===== src/rtl/adder_pkg.sv =====
// rtl/adder_pkg.sv - shared types and constants for the adder sample datapath
package adder_pkg;

    localparam int SAMPLE_W = 5;
    localparam logic [SAMPLE_W-1:0] SAMPLE_MAX = 5'd30;

    typedef enum logic [1:0] {
        IDLE  = 2'd0,
        ACCUM = 2'd1,
        HOLD  = 2'd2
    } state_t;

    function automatic logic [SAMPLE_W-1:0] sample_max(
        input logic [SAMPLE_W-1:0] a,
        input logic [SAMPLE_W-1:0] b
    );
        return (b > a) ? b : a;
    endfunction

endpackage


===== src/rtl/adder_sum_accumulator.sv =====
// rtl/adder_sum_accumulator.sv - windowed sum/max accumulator over {C, Result} samples
module adder_sum_accumulator
    import adder_pkg::*;
#(
    parameter int COUNT = 8,
    parameter int SUM_W = 12
) (
    input  logic             Clk,
    input  logic             Rst_n,
    input  logic             In_Valid,
    output logic             In_Ready,
    input  logic [3:0]       Result,
    input  logic             C,
    input  logic             Clear,
    output logic             Out_Valid,
    input  logic             Out_Ready,
    output logic [SUM_W-1:0] Sum,
    output logic [4:0]       Max
);

    generate
        if (COUNT < 2 || COUNT > 255) begin : g_bad_count
            $error("adder_sum_accumulator: COUNT must be in 2..255");
        end
        if (SUM_W < SAMPLE_W + $clog2(COUNT)) begin : g_bad_sum_w
            $error("adder_sum_accumulator: SUM_W too narrow for COUNT samples");
        end
    endgenerate

    localparam logic [7:0] LAST_CNT = 8'(COUNT - 1);

    state_t                r_state;
    state_t                w_state_next;
    logic [SUM_W-1:0]      r_acc;
    logic [SAMPLE_W-1:0]   r_max;
    logic [7:0]            r_cnt;
    logic [SUM_W-1:0]      r_sum;
    logic [SAMPLE_W-1:0]   r_max_out;

    logic [SAMPLE_W-1:0]   w_sample;
    logic [SUM_W-1:0]      w_acc_sum;
    logic [SAMPLE_W-1:0]   w_max_new;
    logic                  w_accept;
    logic                  w_deliver;
    logic                  w_last;

    assign w_sample  = {C, Result};
    assign w_acc_sum = r_acc + SUM_W'(w_sample);
    assign w_max_new = sample_max(r_max, w_sample);
    assign w_accept  = In_Valid & In_Ready;
    assign w_deliver = Out_Valid & Out_Ready;
    assign w_last    = (r_cnt == LAST_CNT);

    always_ff @(posedge Clk or negedge Rst_n) begin
        if (!Rst_n) begin
            r_state <= IDLE;
        end else begin
            r_state <= w_state_next;
        end
    end

    // Clear outranks every handshake, so it is resolved before the state case.
    always_comb begin
        w_state_next = r_state;
        if (Clear) begin
            w_state_next = IDLE;
        end else begin
            case (r_state)
                IDLE: begin
                    if (w_accept) w_state_next = ACCUM;
                end
                ACCUM: begin
                    if (w_accept && w_last) w_state_next = HOLD;
                end
                HOLD: begin
                    if (w_deliver) w_state_next = IDLE;
                end
                default: w_state_next = IDLE;
            endcase
        end
    end

    // Handshake outputs depend only on registered state.
    always_comb begin
        In_Ready  = 1'b0;
        Out_Valid = 1'b0;
        case (r_state)
            IDLE:    In_Ready  = 1'b1;
            ACCUM:   In_Ready  = 1'b1;
            HOLD:    Out_Valid = 1'b1;
            default: In_Ready  = 1'b0;
        endcase
    end

    always_ff @(posedge Clk or negedge Rst_n) begin
        if (!Rst_n) begin
            r_acc     <= '0;
            r_max     <= '0;
            r_cnt     <= '0;
            r_sum     <= '0;
            r_max_out <= '0;
        end else if (Clear) begin
            r_acc <= '0;
            r_max <= '0;
            r_cnt <= '0;
        end else if (w_accept) begin
            if (r_state == IDLE) begin
                r_acc <= SUM_W'(w_sample);
                r_max <= w_sample;
                r_cnt <= 8'd1;
            end else begin
                r_acc <= w_acc_sum;
                r_max <= w_max_new;
                r_cnt <= r_cnt + 8'd1;
                if (w_last) begin
                    r_sum     <= w_acc_sum;
                    r_max_out <= w_max_new;
                end
            end
        end
    end

    assign Sum = r_sum;
    assign Max = r_max_out;

endmodule


===== config.mk =====
export PLATFORM = sky130hd
export DESIGN_NAME = adder_sum_accumulator
export DESIGN_NICKNAME = d
export VERILOG_FILES = /design/src/rtl/adder_pkg.sv /design/src/rtl/adder_sum_accumulator.sv
export SDC_FILE = /design/constraint.sdc
export NUM_CORES = 1
export LEC_CHECK = 0
export ABC_AREA = 0
export BUFFER_PORTS_ARGS = -buffer_cell sky130_fd_sc_hd__buf_4
export CAP_MARGIN = 10
export CORE_MARGIN = 2
export CORE_UTILIZATION = 50
export CTS_CLUSTER_DIAMETER = 120
export DETAILED_ROUTE_END_ITERATION = 8
export GPL_TIMING_DRIVEN = 1
export PLACE_DENSITY = 0.68
export SYNTH_ARGS = -nofsm -noshare
export SYNTH_HDL_FRONTEND = slang
export SYNTH_SLANG_ARGS = --single-unit

===== constraint.sdc =====
create_clock -name Clk -period 5.1 [get_ports Clk]
set_clock_uncertainty 0.15 [all_clocks]
set_input_delay 0.765 -clock Clk [delete_from_list [all_inputs] [get_ports Clk]]
set_output_delay 0.765 -clock Clk [all_outputs]
set_load 0.005 [all_outputs]

==> impl_metrics.yaml, run 1 <==
worst_setup_path:
  critPathMaxFanout: 11
  critPathCaptureType: "flop"
  regToRegStartpoint: "r_acc[1]$_DFFE_PN0P_"
  cp-endpoint: "r_acc[5]$_DFFE_PN0P_"
  timing.rr.end: "r_acc[5]$_DFFE_PN0P_"
  r2r_cells: 5
  crit_start: "Result[1]"
  worstSetupPathType: "in -> reg"
  critical_path_arrival_ps: 2890
  cp_slowest_stage_delay_ps: 910
  reg2reg_slack_ps: 2450
  crit_required_ps: 5170
  crit_chain: "buf_4 -> ha_1 -> a211o_1 -> a211oi_1 -> o21ai_0 -> a31oi_1"
  startpoint_type: "input port"
  slowest_stage: "a211oi_1"
clocking:
  cts_buffer_depth: 2
  clk_pin_slew_ps: 80
  postCtsSetupRepairBufs: 0
  root_buffer: "clkbuf_8"
  tritoncts: "built"
  cts_max_level: 2
  cts_resized: 0
  cts-buffers-inserted: 5
  cts_sinks: 44
  clk-insertion-delay-late_ps: 310
  cts_hold_buf: 0
drt:
  antenna_left: 0
  wl_per_cell_um: 16.3
  drtIter0Drc: 218
  vias_per_cell: 6.15
  drc_errors: 0
  drt-total-wl_um: 6110
  routed-via-count: 2308
  first_pass_iters: 4
synthesis:
  synth_most_common_cell: "dfrtp_1"
  ys.warnings.count: 0
  ys_ff_latch: 44
  synth_area_leader_cell: "dfrtp_1"
  synth_top_flop_cell: "dfrtp_1"
  synth-edff-count: 0
  syn_inst: 281
  ys_seq_area_share_pct: 42.4
  avgSynthCellArea_um2: 9.24
  ys_top_cells_by_count: "dfrtp_1 (44), nand2_1 (33), nand3_1 (19), o21ai_0 (19), nor2_1 (18)"
  synth_top_area_share_pct: 42.4
  syn_nets: 303
  synth-async-reset-ratio_pct: 100
  ys_types: 52
  synth.area.top_cells: "dfrtp_1 (42%), ha_1 (5.3%), nand2_1 (4.8%)"
  netlist_area_um2: 2600
pwr:
  power_leakage_nw: 1.36
  p_per_area_nw_per_um2: 253
  peakVddDrop_v: 0.000122
grt:
  globalRouteTotalUtil_pct: 22.7
  grt_pass1_vias: 2183
  grt_pass1_wl_um: 10700
  grt_max_degree: 45
  antenna_found_initial: 0
  grt_overflow: 0
outcome:
  outcome: "complete, no violations"
layout:
  multi_input_area_um2: 1380
  num-fill-cells: 490
  final_layout_size_suffix_gt1_share_pct: 15.1
  antenna_cells: 0
  regArea_um2: 1100
  area_growth_pct: 13.0
  final_nets: 326
flow_run:
  max-cap-violations: 0
floorplan:
  pin_count: 29
  coreArea_um2: 5070
  die-area_um2: 5790
  die_x_um: 76.1
  initial_core_util_pct: 51.2
  rows: 26
  die_y_um: 76.1
sta:
  rsz0062_at_grt: "false"
  finalCriticalPeriod_ps: 2820
  fin_hold_ws_ps: 296
  slew_viol_final: 0
  setup_tns_ps: 0
  slew-limit-headroom_pct: 23.1
  worst_slew_pin_slew_ps: 1150
  setup_viol: 0
  max_freq_mhz: 354
  fin_crit_sh_pct: 55.3
  finalHoldViolCount: 0
placement:
  place.port_buffers: 28
  dpl.hpwl_um: 4200
  gp_congestion: 0.846
hold_path:
  hold_path.class: "in -> async"
==> through the flow <==
step                      instances  area [um^2]  setup WS, ps  total power, mW  utilization (%)
after detailed placement        367         2840          2020            0.513             56.0
final                           375         2930          2280            0.742             57.8
after global placement          367         2840          2080            0.510             56.0
after CTS                       375         2930          2340            0.747             57.8
after floorplan                 281         2600          2550            0.473                -
after global routing            375         2930          2140            0.787             57.8
==> cells in the final DEF, fill, tap and decap left out, types with 2 or more instances in the layout <==
cell type | synthesis | layout
dfrtp_1 | 44 | 44
nand2_1 | 33 | 33
buf_4 | 2 | 30
o21ai_0 | 19 | 19
nand3_1 | 19 | 19
nor2_1 | 18 | 18
a31oi_1 | 15 | 15
inv_1 | 13 | 13
ha_1 | 11 | 11
a21oi_1 | 10 | 10
o211ai_1 | 9 | 9
clkbuf_8 | 0 | 6
o2111ai_1 | 5 | 5
or4_1 | 5 | 5
o31ai_1 | 5 | 5
and4_1 | 4 | 4
a211oi_1 | 4 | 4
and2_1 | 3 | 3
xor2_1 | 3 | 3
a211o_1 | 3 | 3
nand4_1 | 3 | 3
a21o_1 | 3 | 3
nand2b_1 | 2 | 2
nor2b_1 | 2 | 2
or3_1 | 2 | 2
or2_2 | 2 | 2
xnor2_1 | 2 | 2
o21a_1 | 2 | 2
nor3_1 | 2 | 2
a41oi_1 | 2 | 2
o31a_1 | 2 | 2
a311oi_1 | 2 | 2
a32o_1 | 2 | 2
mux2i_1 | 2 | 2
clkinv_2 | 0 | 2
==> layout make-up <==
class | count | area share [%]
clock inverter | 2 | 0.341
inverter | 13 | 1.66
timing repair buffer | 30 | 7.68
multi-input combinational | 210 | 47.0
tap | 70 | 2.99
clock buffer | 6 | 2.82
sequential | 44 | 37.5
==> critical path, delay by kind of cell <==
| family | cells | cell delay, ps |
|---|---|---|
| adder cells (fa/ha/maj) | 1 | 310 |
| buffers and inverters | 1 | 140 |
| AO/OA/AOI/OAI | 4 | 1670 |
==> kinds of logic after synthesis <==
kind of cell,after synthesis,synth area share [%]
buf+inv,27,4.77
compound gates,89,23.6
flops,44,42.4
simple gates,102,20.7
fa+ha+maj,12,6.07
mux,2,0.771
xor+xnor,5,1.69
==> flip-flops by register name (all words and copies together) (netlist names) <==
signal	count
r_acc	12
r_cnt	8
r_state	2
Max	5
r_max	5
Sum	12
==> where the power goes <==
group / internal (mW) / leakage, nW / switching (mW) / total (mW)
Combinational: 0.0457 / 0.702 / 0.0826 / 0.128
Sequential: 0.361 / 0.604 / 0.0186 / 0.380
Clock: 0.108 / 0.0510 / 0.125 / 0.234
==> worst min path at each step <==
stage,from,end,slack (ps),depth (start not counted)
2_1_floorplan,Sum[0]$_DFFE_PN0P_,Sum[0]$_DFFE_PN0P_,310,2
3_3_place_gp,Sum[1]$_DFFE_PN0P_,Sum[1]$_DFFE_PN0P_,300,2
3_5_place_dp,Sum[1]$_DFFE_PN0P_,Sum[1]$_DFFE_PN0P_,310,2
4_1_cts,Rst_n,r_max[4]$_DFFE_PN0P_,330,1
5_1_grt,Rst_n,r_max[4]$_DFFE_PN0P_,350,1
6_report,Rst_n,Max[2]$_DFFE_PN0P_,300,1
==> routing by layer <==
| metal | GRT usage [%] | up-vias | routed length, um |
|---|---|---|---|
| li1 | - | 1105 | - |
| met1 | 31.9 | 1119 | 2940 |
| met5 | 0 | - | 0 |
| met2 | 35.6 | 76 | 2780 |
| met4 | 8.73 | 0 | 87 |
| met3 | 3.44 | 8 | 302 |
(Power assumes the default switching activity.)
==> inputs of run 2 (changes only) <==
- ABC_AREA: 0 -> 1
- PLACE_DENSITY: 0.68 -> 0.71
- clock period: 5.1 -> 2.4 ns (I/O delays scaled with it)
==> run 2 against run 1 <==
  * Register-to-register slack got worse by 2100 ps
  * Largest cell class unchanged
  * Combinational power grew to 3.3 times the previous value
  * Hold slack lost 37 ps
  * Wire length is 16% lower
  * Clock power up 140%
  * Setup slack got worse by 1900 ps
  * Via count fell by 10%
  * Count of clock-buffer cells in the layout unchanged
  * Non-clock buffer count rose by 1
==> impl_metrics.yaml, run 2 <==
outcome:
  outcome: "complete, no violations"
synthesis:
  synth.area.top_cells: "dfrtp_1 (45%), nand2_1 (15%), nand3_1 (6.1%)"
  ys_ff_latch: 44
  synth-edff-count: 0
  ys_top_cells_by_count: "nand2_1 (102), dfrtp_1 (44), inv_1 (32)"
  synth-async-reset-ratio_pct: 100
  ys_seq_area_share_pct: 44.6
  synth_area_leader_cell: "dfrtp_1"
  synth_top_area_share_pct: 44.6
  synth_most_common_cell: "nand2_1"
  ys.warnings.count: 0
  syn_nets: 335
  ys_types: 34
  avgSynthCellArea_um2: 7.89
  netlist_area_um2: 2470
  synth_top_flop_cell: "dfrtp_1"
  syn_inst: 313
layout:
  final_common_cell: "nand2_1"
  final_nets: 367
  antenna_cells: 0
  final_layout_size_suffix_gt1_share_pct: 17.6
  mostFrequentLayoutCells: "nand2_1 (102), dfrtp_1 (44), inv_1 (32), nand3_1 (30), buf_4 (30)"
  area_growth_pct: 15.3
placement:
  dpl.hpwl_um: 3680
  place.port_buffers: 28
  gp_congestion: 0.898
clocking:
  cts_resized: 0
  cts_sinks: 44
  clk_pin_slew_ps: 90
  cts_max_level: 2
  root_buffer: "clkbuf_8"
  cts-buffers-inserted: 5
  clk-insertion-delay-late_ps: 300
  tritoncts: "built"
  cts_buffer_depth: 2
sta:
  fin_crit_sh_pct: 83.9
  finalHoldViolCount: 0
  rsz0062_at_grt: "false"
  setup_viol: 0
  finalCriticalPeriod_ps: 2010
  slew_viol_final: 0
  worst_slew_pin_slew_ps: 562
  slew-limit-headroom_pct: 62.5
  max_freq_mhz: 497
  setup_tns_ps: 0
hold_path:
  whs_path_depth: 4
  hold_path.class: "in -> reg"
pwr:
  switching_share_pct: 31.3
  power_switching_mw: 0.563
  p_total_mw: 1.80
  seqPwrFrac_pct: 45.1
  p_clk_share_pct: 31.6
  p_int_mw: 1.23
  power_frac_comb_pct: 23.4
  power_leakage_nw: 1.50
  peakVddDrop_v: 0.000393
  p_per_area_nw_per_um2: 631
drt:
  routed-via-count: 2067
  drt-total-wl_um: 5120
  drtIter0Drc: 105
  antenna_left: 0
  drc_errors: 0
  wl_per_cell_um: 12.4
  first_pass_iters: 4
  vias_per_cell: 5.00
worst_setup_path:
  cp_slowest_stage_delay_ps: 410
  critPathCaptureType: "flop"
  r2r_cells: 8
  critical_path_arrival_ps: 2060
  startpoint_type: "flop"
  crit_chain: "ha_1 -> fa_1 -> nand3_1 -> nand3_1 -> xnor2_1 -> o21ai_0 -> nand2_1 -> nand2_1"
  slowest_stage: "fa_1"
  worstSetupPathType: "reg -> reg"
  critPathMaxFanout: 3
  crit_required_ps: 2450
floorplan:
  die_y_um: 74.3
  coreArea_um2: 4750
  pin_count: 29
  die_x_um: 74.3
  rows: 25
  initial_core_util_pct: 52.0
  die-area_um2: 5520
grt:
  grt_pass1_wl_um: 8820
  grt_overflow: 0
  antenna_found_initial: 0
  grt_max_degree: 45
  globalRouteTotalUtil_pct: 20.7
  grt_pass1_vias: 1961
flow_run:
  max-cap-violations: 0
## run 2: cell count changes in the layout (fill, tap and decap cells not counted), moves of 5 or more
cell / change
nand2_1: +69
inv_1: +19
a31oi_1: -14
nand3_1: +11
o211ai_1: -9
inv_2: +6
o21ai_1: +6
o2111ai_1: -5
or4_1: -5
## run 2: kinds of logic after synthesis
logic type / count (synthesis) / synth area share, %
compound gates: 44 / 10.5
simple gates: 165 / 29.4
buf+inv: 44 / 7.75
fa+ha+maj: 12 / 6.38
xor+xnor: 4 / 1.42
flops: 44 / 44.6
## run 2: through the flow
step	util (%)	setup slack (ps)	area [um^2]	hold slack, ps	std cells
6_report	59.9	387	2850	259	413
5_1_grt	59.9	244	2850	274	413
4_1_cts	59.9	402	2850	261	413
3_5_place_dp	57.4	284	2730	244	404
3_3_place_gp	57.4	358	2730	242	404
2_1_floorplan	-	575	2470	-85.6	313
## run 2: final timing paths
path / start / to / slack (ps)
worst max register to register: r_acc[0]$_DFFE_PN0P_ / r_acc[4]$_DFFE_PN0P_ / 390
worst min register to register: r_cnt[7]$_DFFE_PN0P_ / r_cnt[7]$_DFFE_PN0P_ / 320
worst max-delay path: r_acc[0]$_DFFE_PN0P_ / r_acc[4]$_DFFE_PN0P_ / 390
worst min-delay path: Clear / r_max[3]$_DFFE_PN0P_ / 260
min in group asynchronous: Rst_n / r_max[2]$_DFFE_PN0P_ / 430
max in group asynchronous: Rst_n / r_acc[7]$_DFFE_PN0P_ / 1270
## run 2: timing repair
| item | 4_1_cts | 5_1_grt |
|---|---|---|
| setup buffers | 0 | 0 |
| setup endpoints to repair | 0 | 0 |
| hold buffers | 1 | 0 |
| hold endpoints to repair | 44 | 0 |
## run 2: power groups by stage
stage	combinational, mW	clock (mW)	sequential, mW
floorplan	0.304	0	0.817
global placement	0.408	0	0.823
detailed placement	0.416	0	0.824
CTS	0.419	0.576	0.810
global route	0.484	0.599	0.816
finish	0.421	0.567	0.810
## run 2: critical path: cells and delay by family, from the launching register on
kind / cells / cell delay (ps)
adders and majority gates: 2 / 630
AOI/OAI and AO/OA: 1 / 130
and+or+nand+nor: 4 / 340
xor gates and xnor gates: 1 / 270
DFF: 1 / 400
## run 2: layer usage
layer	vias to the layer above	GRT usage (%)	wire length, um
met1	955	27.7	2530
met2	36	35.4	2330
li1	1071	-	-
met3	5	2.85	203
met4	0	5.95	55
met5	-	0	0
## run 2: layout make-up
class	instances	area (um^2)
Clock buffer	6	72.6
Inverter	38	143
Sequential cell	44	1100
Tap cell	67	83.8
Clock inverter	2	35.0
Timing Repair Buffer	31	235
Fill cell	462	1910
Multi-Input combinational cell	225	1180
==> inputs of run 3 (changes only) <==
- clock period: 2.4 -> 1.7 ns (I/O delays scaled with it)
==> run 3 against run 2 <==
  * The flow now finishes with violations (setup timing)
  * Flip-flop and latch count is the same
  * Via count grew 14%
  * Count of clock-buffer cells in the layout is the same
  * Fmax grew 8.6%
  * Critical path depth grew 3
  * Wire length grew 29%
  * Final area grew 23%
  * Sequential share of layout area shrank 7.1 points
  * Highest routed layer unchanged
  * Power grew 59%
  * Hold slack lost 92 ps
  * Die area is the same
  * Core utilization grew 13 points
  * Largest power group unchanged
  * Critical path type unchanged
==> impl_metrics.yaml, run 3 (synthesized netlist as in run 2, its figures left out) <==
grt:
  globalRouteTotalUtil_pct: 22.6
  antenna_found_initial: 0
  grt_pass1_wl_um: 9520
  grt_overflow: 0
  grt_max_degree: 45
  grt_pass1_vias: 2074
clocking:
  clk-insertion-delay-late_ps: 300
  root_buffer: "clkbuf_8"
  cts_buffer_depth: 2
  cts_max_level: 2
  cts-buffers-inserted: 5
  tritoncts: "built"
  cts_sinks: 44
  clk_pin_slew_ps: 90
worst_setup_path:
  crit_cells: 11
  startpoint_type: "flop"
  critPathBufInv: 1
  crit_required_ps: 1730
  crit_family: "simple AND/OR/NAND/NOR gates"
  r2r_cells: 11
  cp_slowest_stage_delay_ps: 420
  worstSetupPathType: "reg -> reg"
  crit_chain: "ha_4 -> nand2_1 -> nor2_1 -> nand2_2 -> o21ai_2 -> buf_4 -> nand2_2 -> nand2_1 -> nand2_1 -> nand2_1 -> o21ai_1"
  critical_path_arrival_ps: 1880
  slowest_stage: "dfrtp_1"
  critPathCaptureType: "flop"
  critPathMaxFanout: 3
  crit_top_cell: "nand2_1"
floorplan:
  die-area_um2: 5520
  coreArea_um2: 4750
  die_x_um: 74.3
  die_y_um: 74.3
  rows: 25
  initial_core_util_pct: 52.0
  pin_count: 29
layout:
  instances_no_fill: 445
  mostFrequentLayoutCells: "nand2_1 (74), buf_4 (57), dfrtp_1 (44), inv_1 (28), nand2_2 (25)"
  num-fill-cells: 354
  final_common_cell: "nand2_1"
  antenna_cells: 0
  final_nets: 400
  final_layout_size_suffix_gt1_share_pct: 42.9
  area_growth_pct: 41.3
pwr:
  power_frac_comb_pct: 37.3
  p_per_area_nw_per_um2: 817
  power_leakage_nw: 1.72
  peakVddDrop_v: 0.000647
  p_clk_share_pct: 22.2
  power_switching_mw: 1.01
  seqPwrFrac_pct: 40.4
  p_int_mw: 1.85
  switching_share_pct: 35.2
drt:
  wl_met3_um: 387
  vias_per_cell: 5.32
  drc_errors: 0
  first_pass_iters: 5
  wl_per_cell_um: 14.9
  routed-via-count: 2366
  drt-total-wl_um: 6620
  wirelength_met1_um: 2840
  routed.top_layer: "met4"
  wl_met2_um: 3290
  drtIter0Drc: 216
  antenna_left: 0
placement:
  dpl.hpwl_um: 4000
  place.port_buffers: 28
  gp_congestion: 0.861
  dp_cells: 426
sta:
  rsz0062_at_grt: "true"
  slew-limit-headroom_pct: 62.2
  finalCriticalPeriod_ps: 1850
  max_freq_mhz: 540
  setup_viol: 17
  finalHoldViolCount: 0
  worst_slew_pin_slew_ps: 568
  slew_viol_final: 0
  setup_ws_ps: -153
  fin_crit_sh_pct: 109
  setup_tns_ps: -1810
outcome:
  violations: "setup timing"
  outcome: "complete, but fails checks"
hold_path:
  hold_path.class: "in -> reg"
  whs_path_depth: 3
flow_run:
  max-cap-violations: 0
==> run 3: cell types whose count changed in the layout (fill, tap and decap cells not counted), sizes merged <==
cell,delta
buf,+32
inv,+1
bufinv,-1
==> run 3: per-stage QoR <==
stage | total power [mW] | area, um^2 | worst slack (ps) | hold WS, ps | utilization [%]
floorplan | 1.60 | 2490 | -11.1 | -191 | -
global placement | 1.87 | 2920 | -157 | 139 | 61.4
detailed placement | 1.88 | 2920 | -189 | 147 | 61.4
CTS | 2.61 | 3140 | -96.0 | 160 | 66.0
global route | 3.01 | 3490 | -238 | 171 | 73.4
finish | 2.85 | 3490 | -153 | 167 | 73.4
==> run 3: tightest hold or removal path: cells and delay by family <==
kind,cells,cell delay [ps]
and+or+nand+nor,1,110
AOI/OAI and AO/OA,1,70
buffers and inverters,1,140
==> run 3: layout make-up <==
type	instances	area (um^2)	share of cell area [%]
tap	67	83.8	2.40
timing repair buffer	63	503	14.4
clock buffer	6	72.6	2.08
inverter	38	150	4.30
timing repair inverter	1	11.3	0.323
clock inverter	1	5.00	0.143
multi-input combinational	225	1560	44.8
sequential	44	1100	31.5
==> run 3: path summary, 6_finish.rpt <==
kind                                       from                      to  slack, ps
max                        r_acc[4]$_DFFE_PN0P_    r_acc[9]$_DFFE_PN0P_       -150
min                                       Clear  r_state[0]$_DFFE_PN0P_        170
max reg2reg                r_acc[4]$_DFFE_PN0P_    r_acc[9]$_DFFE_PN0P_       -150
min reg2reg                 Sum[11]$_DFFE_PN0P_     Sum[11]$_DFFE_PN0P_        330
max in group asynchronous                 Rst_n      Max[1]$_DFFE_PN0P_        670
min in group asynchronous                 Rst_n    r_max[4]$_DFFE_PN0P_        330
==> run 3: repair_timing <==
| action | CTS | global route |
|---|---|---|
| pin swaps | 11 | 19 |
| setup buffers | 3 | 7 |
| endpoints found under the hold margin | 44 | 0 |
| gates cloned | 0 | 1 |
| hold buffers | 1 | 0 |
| gates resized for setup | 33 | 67 |
| setup endpoints to repair | 29 | 33 |
==> run 3: per-layer routing <==
metal | vias up | track usage, %
met1 | 1134 | 31.1
met2 | 83 | 37.0
met4 | 0 | 6.55
met3 | 13 | 3.66
li1 | 1136 | -
met5 | - | 0
==> run 3: power groups by stage <==
stage / combinational, mW / clock (mW) / sequential (mW)
6_report: 1.07 / 0.634 / 1.15
5_1_grt: 1.16 / 0.692 / 1.16
4_1_cts: 0.815 / 0.644 / 1.15
3_5_place_dp: 0.721 / 0 / 1.16
3_3_place_gp: 0.706 / 0 / 1.16
2_1_floorplan: 0.442 / 0 / 1.15
